==> src/rtl/msg_frame_scheduler.sv <==
// Round-robin framer: for each sensor channel emits a header beat and the channel's FIFO bytes
// packed MSB-lane first into OUT_W-bit upstream beats. Optional build macro: MSG_SKIP_EMPTY_EN.
module msg_frame_scheduler #(
  parameter int CH_NUM = 20,
  parameter int OUT_W  = 128,
  parameter int LEN_W  = 16
) (
  input  logic                    sys_clk_i,
  input  logic                    rst_n_i,
  input  logic                    start_pulse_i,
  input  logic [7:0]              msg_id_i,
  input  logic [CH_NUM*24-1:0]    sensor_id_i,
  output logic [CH_NUM-1:0]       rd_en_o,
  input  logic [CH_NUM*8-1:0]     din_i,
  input  logic [CH_NUM*LEN_W-1:0] data_count_i,
  input  logic [CH_NUM-1:0]       empty_i,
  output logic                    us_wr_en_o,
  output logic [OUT_W-1:0]        us_wr_dout_o,
  input  logic                    us_prog_full_i,
  output logic                    busy_o,
  output logic                    round_done_o
);

  localparam int NB    = OUT_W / 8;
  localparam int PC_W  = $clog2(NB + 1);
  localparam int IDX_W = (CH_NUM > 1) ? $clog2(CH_NUM) : 1;
  localparam int CNT_W = $clog2(CH_NUM + 1);

  typedef enum logic [2:0] {
    S_IDLE, S_SELECT, S_HEADER, S_PAYLOAD, S_FLUSH, S_DONE
  } state_t;

  state_t             state_reg, state_next;
  logic [CNT_W-1:0]   ch_reg, ch_next;
  logic [LEN_W-1:0]   rd_cnt_reg, rd_cnt_next;
  logic [OUT_W-1:0]   pack_reg, pack_next;
  logic [PC_W-1:0]    pack_cnt_reg, pack_cnt_next;
  logic               inflight_reg, sub_reg;
  logic               wr_en_reg, wr_en_next;
  logic [OUT_W-1:0]   dout_reg, dout_next;
  logic [15:0]        frame_reg, frame_next;
  logic               busy_reg, busy_next;
  logic               done_reg, done_next;
  logic               issue;
  logic               latch_en;

  logic [LEN_W-1:0]   cnt_arr [CH_NUM];
  logic [23:0]        sid_arr [CH_NUM];
  logic [7:0]         din_arr [CH_NUM];

  logic [IDX_W-1:0]   ch_sel;
  logic [LEN_W-1:0]   cur_len;
  logic [15:0]        len16;
  logic [23:0]        cur_sid;
  logic               cur_empty;
  logic [7:0]         land_byte;
  logic [127:0]       hdr;

  // Per-channel configuration is captured once per round so mid-round input changes are harmless.
  genvar gi;
  generate
    for (gi = 0; gi < CH_NUM; gi++) begin : g_ch
      logic [LEN_W-1:0] cnt_q;
      logic [23:0]      sid_q;

      always_ff @(posedge sys_clk_i or negedge rst_n_i) begin
        if (!rst_n_i) begin
          cnt_q <= '0;
          sid_q <= '0;
        end else if (latch_en) begin
          cnt_q <= data_count_i[gi*LEN_W +: LEN_W];
          sid_q <= sensor_id_i[gi*24 +: 24];
        end
      end

      assign cnt_arr[gi] = cnt_q;
      assign sid_arr[gi] = sid_q;
      assign din_arr[gi] = din_i[gi*8 +: 8];
      assign rd_en_o[gi] = issue && !cur_empty && (ch_sel == IDX_W'(gi));
    end

    if (LEN_W >= 16) begin : g_len_trunc
      assign len16 = cur_len[15:0];
    end else begin : g_len_ext
      assign len16 = {{(16 - LEN_W){1'b0}}, cur_len};
    end
  endgenerate

  assign ch_sel    = ch_reg[IDX_W-1:0];
  assign cur_len   = cnt_arr[ch_sel];
  assign cur_sid   = sid_arr[ch_sel];
  assign cur_empty = empty_i[ch_sel];
  assign land_byte = sub_reg ? 8'h00 : din_arr[ch_sel];
  assign hdr       = {32'hFDF7_EB90, 4'h1, frame_reg, msg_id_i, cur_sid, len16, 28'h0};

  always_comb begin
    state_next    = state_reg;
    ch_next       = ch_reg;
    rd_cnt_next   = rd_cnt_reg;
    pack_next     = pack_reg;
    pack_cnt_next = pack_cnt_reg;
    wr_en_next    = 1'b0;
    dout_next     = dout_reg;
    frame_next    = frame_reg;
    busy_next     = busy_reg;
    done_next     = 1'b0;
    issue         = 1'b0;
    latch_en      = 1'b0;

    // A read issued last cycle lands now; issue gating guarantees a free lane for it.
    if (inflight_reg) begin
      for (int i = 0; i < NB; i++) begin
        if (pack_cnt_reg == PC_W'(i)) pack_next[OUT_W-1-8*i -: 8] = land_byte;
      end
      pack_cnt_next = pack_cnt_reg + 1'b1;
    end

    case (state_reg)
      S_IDLE: begin
        if (start_pulse_i) begin
          latch_en   = 1'b1;
          busy_next  = 1'b1;
          ch_next    = '0;
          state_next = S_SELECT;
        end
      end

      S_SELECT: begin
        rd_cnt_next = '0;
        if (ch_reg == CNT_W'(CH_NUM)) state_next = S_DONE;
`ifdef MSG_SKIP_EMPTY_EN
        else if (cur_len == '0) ch_next = ch_reg + 1'b1;
`endif
        else state_next = S_HEADER;
      end

      S_HEADER: begin
        if (!us_prog_full_i) begin
          wr_en_next             = 1'b1;
          dout_next              = '0;
          dout_next[OUT_W-1 -: 128] = hdr;
          state_next             = S_PAYLOAD;
        end
      end

      S_PAYLOAD: begin
        issue = !us_prog_full_i && (rd_cnt_reg < cur_len) &&
                ((pack_cnt_reg + PC_W'(inflight_reg)) < PC_W'(NB));
        if (issue) rd_cnt_next = rd_cnt_reg + 1'b1;
        if (pack_cnt_reg == PC_W'(NB)) begin
          if (!us_prog_full_i) begin
            wr_en_next    = 1'b1;
            dout_next     = pack_reg;
            pack_next     = '0;
            pack_cnt_next = '0;
          end
        end else if ((rd_cnt_reg == cur_len) && !inflight_reg) begin
          state_next = S_FLUSH;
        end
      end

      S_FLUSH: begin
        if (pack_cnt_reg == '0) begin
          ch_next    = ch_reg + 1'b1;
          state_next = S_SELECT;
        end else if (!us_prog_full_i) begin
          wr_en_next    = 1'b1;
          dout_next     = pack_reg;
          pack_next     = '0;
          pack_cnt_next = '0;
          ch_next       = ch_reg + 1'b1;
          state_next    = S_SELECT;
        end
      end

      S_DONE: begin
        frame_next = frame_reg + 16'd1;
        busy_next  = 1'b0;
        done_next  = 1'b1;
        state_next = S_IDLE;
      end

      default: state_next = S_IDLE;
    endcase
  end

  always_ff @(posedge sys_clk_i or negedge rst_n_i) begin
    if (!rst_n_i) begin
      state_reg    <= S_IDLE;
      ch_reg       <= '0;
      rd_cnt_reg   <= '0;
      pack_reg     <= '0;
      pack_cnt_reg <= '0;
      inflight_reg <= 1'b0;
      sub_reg      <= 1'b0;
      wr_en_reg    <= 1'b0;
      dout_reg     <= '0;
      frame_reg    <= '0;
      busy_reg     <= 1'b0;
      done_reg     <= 1'b0;
    end else begin
      state_reg    <= state_next;
      ch_reg       <= ch_next;
      rd_cnt_reg   <= rd_cnt_next;
      pack_reg     <= pack_next;
      pack_cnt_reg <= pack_cnt_next;
      inflight_reg <= issue;
      sub_reg      <= issue && cur_empty;
      wr_en_reg    <= wr_en_next;
      dout_reg     <= dout_next;
      frame_reg    <= frame_next;
      busy_reg     <= busy_next;
      done_reg     <= done_next;
    end
  end

  assign us_wr_en_o   = wr_en_reg;
  assign us_wr_dout_o = dout_reg;
  assign busy_o       = busy_reg;
  assign round_done_o = done_reg;

endmodule

==> config.mk <==
export PLATFORM = sky130hd
export DESIGN_NAME = msg_frame_scheduler
export DESIGN_NICKNAME = d
export VERILOG_FILES = /design/src/rtl/msg_frame_scheduler.sv
export SDC_FILE = /design/constraint.sdc
export NUM_CORES = 2
export LEC_CHECK = 0
export BUFFER_PORTS_ARGS = -buffer_cell sky130_fd_sc_hd__buf_2
export CAP_MARGIN = 0
export CORE_AREA = 2 2 440 442
export CTS_CLUSTER_SIZE = 28
export DETAILED_ROUTE_END_ITERATION = 7
export DIE_AREA = 0 0 442 444
export PLACE_DENSITY_LB_ADDON = 0.2
export SYNTH_ARGS = -nofsm -noshare
export SYNTH_HDL_FRONTEND = slang
export SYNTH_SLANG_ARGS = --single-unit
==> constraint.sdc <==
create_clock -name sys_clk_i -period 5.7 [get_ports sys_clk_i]
set_input_delay 0.855 -clock sys_clk_i [delete_from_list [all_inputs] [get_ports sys_clk_i]]
set_output_delay 0.855 -clock sys_clk_i [all_outputs]
set_load 0.1 [all_outputs]
==> flow_summary.yaml <==
status:
  status: "complete, no violations"
worst_hold_path:
  min_path_type: "in -> async"
critical_path:
  reg2regPathDepth: 11
  endpoint_kind: "output port"
  required_ns: 4.85
  reg2reg_from: "ch_reg[0]"
  crit_start: "ch_reg[0]"
  r2r_setup_slack_ns: 0.88
  arrival_ns: 4.73
  reg2reg_to: "us_wr_dout_o[52]"
  cp_max_fo: 27
  worst-setup-path-type: "reg -> out"
  cp-start-kind: "flip-flop"
cts:
  cts_sinks: 1106
  cts_tree: "yes"
  cts_buffer_depth: 3
  clkLatencyLatePin_ns: 0.78
  cts_root_buffer: "clkbuf_16"
  numCtsBuffers: 137
  path_clk_slew_ns: 0.05
  htree_levels: 4
synth:
  yosys.cell_count.top_type: "dfrtp_1"
  yosys-top-cells-area: "dfrtp_1, mux2_2, mux4_2, mux2i_1, a21oi_1"
  async_reset_ff_frac: 1.00
  yosysTopAreaCell: "dfrtp_1"
  synthDistinctLibCells: 60
  ys_seq_area_frac: 0.549
  syn-num-nets: 4721
  yosysTopAreaCellShare: 0.549
  yosys_warnings: 0
  synth_common_cells: "dfrtp_1, mux2_2, mux2i_1"
  synth_area_um2: 50400
  ys.flop_type: "dfrtp_1"
  syn_area_per_cell_um2: 13.6
  synth-seq-cells: 1106
  synth-edff-count: 0
  syn_inst: 3700
detailed_routing:
  vias: 37804
  ant_nets: 0
  drt_iter0_drc: 3042
  drcViolationCount: 0
  dr.pass1.iters: 6
  wire_per_inst_um: 30.1
  viasPerCell: 5.01
  wl_um: 227000
global_routing:
  grt_first_pass_wirelength_um: 309000
  grt_use_total: 0.224
  grt_max_degree: 152
  overflow: 0
  grt_pass1_vias: 37714
  antenna_found_initial: 187
finish:
  drive_gt1_frac: 0.509
  nets: 5883
  top_regs: "g_ch.sid_q x480, g_ch.cnt_q x320"
  largest_reg_flops: 480
  stdcell_count: 7547
  regMostFlops: "g_ch.sid_q"
  synthToLayoutAreaGrowth_pct: 29.2
placed_design:
  io_buffers: 1142
  place_congestion: 0.883
  dp_cells: 7200
  dp.final_hpwl_um: 174000
sta:
  worstMarginPinSlew_ns: 1.32
  fin_skew_ns: 0.0271
  finalSetupViolCount: 0
  hold_viol: 0
  holdWs_ns: 0.176
  finalCritPeriodShare: 0.979
  fmax_ghz: 0.179
  maxSlewViolCount: 0
  maxSlewHeadroom: 0.122
  finalCriticalPeriod_ns: 5.58
floorplan:
  start_util: 0.263
  die_x_um: 442
  die_area_um2: 196000
  placementRows: 161
  core_um2: 192000
  chipHeight_um: 444
  io_pins: 1143
power:
  p_per_area_nw_per_um2: 591
  p_leak_nw: 28.7
  power_w: 0.0384
  vdd_ir_drop_max_mv: 0.344
run:
  cap_violations: 0
-- placed cells by master, fill, tap and decap left out, drive strengths merged, types with 3 or more instances in the layout --
cell,synthesis,final
buf,169,1292
nor4,17,17
dfrtp,1106,1106
and2,5,5
ha,29,29
or4,8,8
o22a,23,23
nand3,40,40
a211oi,9,9
a31oi,25,25
nor2b,10,10
and3,19,19
nor3,21,21
xnor2,14,14
diode,0,56
clkbuf,108,208
a221oi,17,17
o31ai,33,33
nor2,125,126
nand2b,4,4
a2111oi,24,24
o21ai,147,147
or2,3,3
a22oi,64,64
clkinv,1,25
mux2,801,801
bufinv,0,8
a21oi,197,197
mux4,149,149
o22ai,9,9
xor2,7,7
nand3b,3,3
nand4,10,10
a21o,11,11
inv,14,19
a22o,62,62
nand2,171,171
mux2i,229,229
-- final cells by class --
cell class                      count  area, µm²
Clock buffer                      203       4080
Inverter                           15       57.6
Tap cell                         2526       3160
Fill cell                       19178     127000
Multi-Input combinational cell   2303      21800
Sequential cell                  1106      27700
Timing Repair Buffer             1299       7670
Clock inverter                     39        482
Antenna cell                       56        140
-- per-layer routing --
metal,vias up,part of all wire,routed length [µm],global-route usage
li1,16206,-,-,-
met3,479,0.059,13500,0.0531
met5,-,0.0018,398,0
met1,19624,0.42,94300,0.284
met2,1433,0.49,112000,0.378
met4,62,0.030,6880,0.0664
-- where the power goes --
part / internal [W] / leakage [nW] / switching, W / total (W)
sequential: 0.0114 / 13.5 / 0.00225 / 0.0136
clock: 0.00532 / 2.25 / 0.00362 / 0.00894
combinational: 0.00667 / 12.9 / 0.00919 / 0.0159
-- what timing repair did --
| action | in CTS | in global routing |
|---|---|---|
| setup endpoints to repair | 20 | 18 |
| resized for setup | 12 | 10 |
| buffers inserted | 20 | 23 |
| pin swaps | 4 | 3 |
| hold buffers | 0 | 0 |
| cloned | 1 | 4 |
-- critical path: stages, from the launching register on --
cell	delay [ns]
dfrtp_4	0.49
buf_4	0.19
buf_4	0.16
clkbuf_16	0.22
mux2i_1	0.16
a22oi_1	0.15
nand3_1	0.24
and3_1	0.29
ha_1	0.28
nand4_1	0.16
nor3_1	0.08
buf_4	0.14
a21boi_0	0.15
or3_4	0.44
buf_4	0.24
nor4_4	0.34
buf_12	0.21
-- worst max path at each step --
stage / endpoint / slack [ns] / depth (start not counted)
final: rd_en_o[14] / 0.12 / 16
after global placement: rd_en_o[12] / 0.50 / 13
after CTS: rd_en_o[3] / 0.006 / 13
after floorplan: rd_en_o[10] / -0.81 / 16
after global routing: rd_en_o[13] / -0.003 / 16
after detailed placement: rd_en_o[12] / 0.47 / 13
-- per-stage QoR --
step                setup TNS, ns  cell area [µm²]  utilization  setup slack [ns]
finish                          0            65100        0.340             0.120
global route             -0.00303            65000        0.339          -0.00303
CTS                             0            64600        0.337           0.00578
detailed placement              0            59700        0.312             0.467
global placement                0            59700        0.312             0.497
floorplan                   -3.00            50600            -            -0.815
-- cells by family after synthesis --
family	count (synthesis)	share of synthesized area
flops	1106	0.549
simple gates	443	0.0403
buf+inv	292	0.0277
compound gates	630	0.0804
mux	1179	0.291
xor+xnor	21	0.00380
fa+ha+maj	29	0.00720
(Power assumes the default switching activity.)
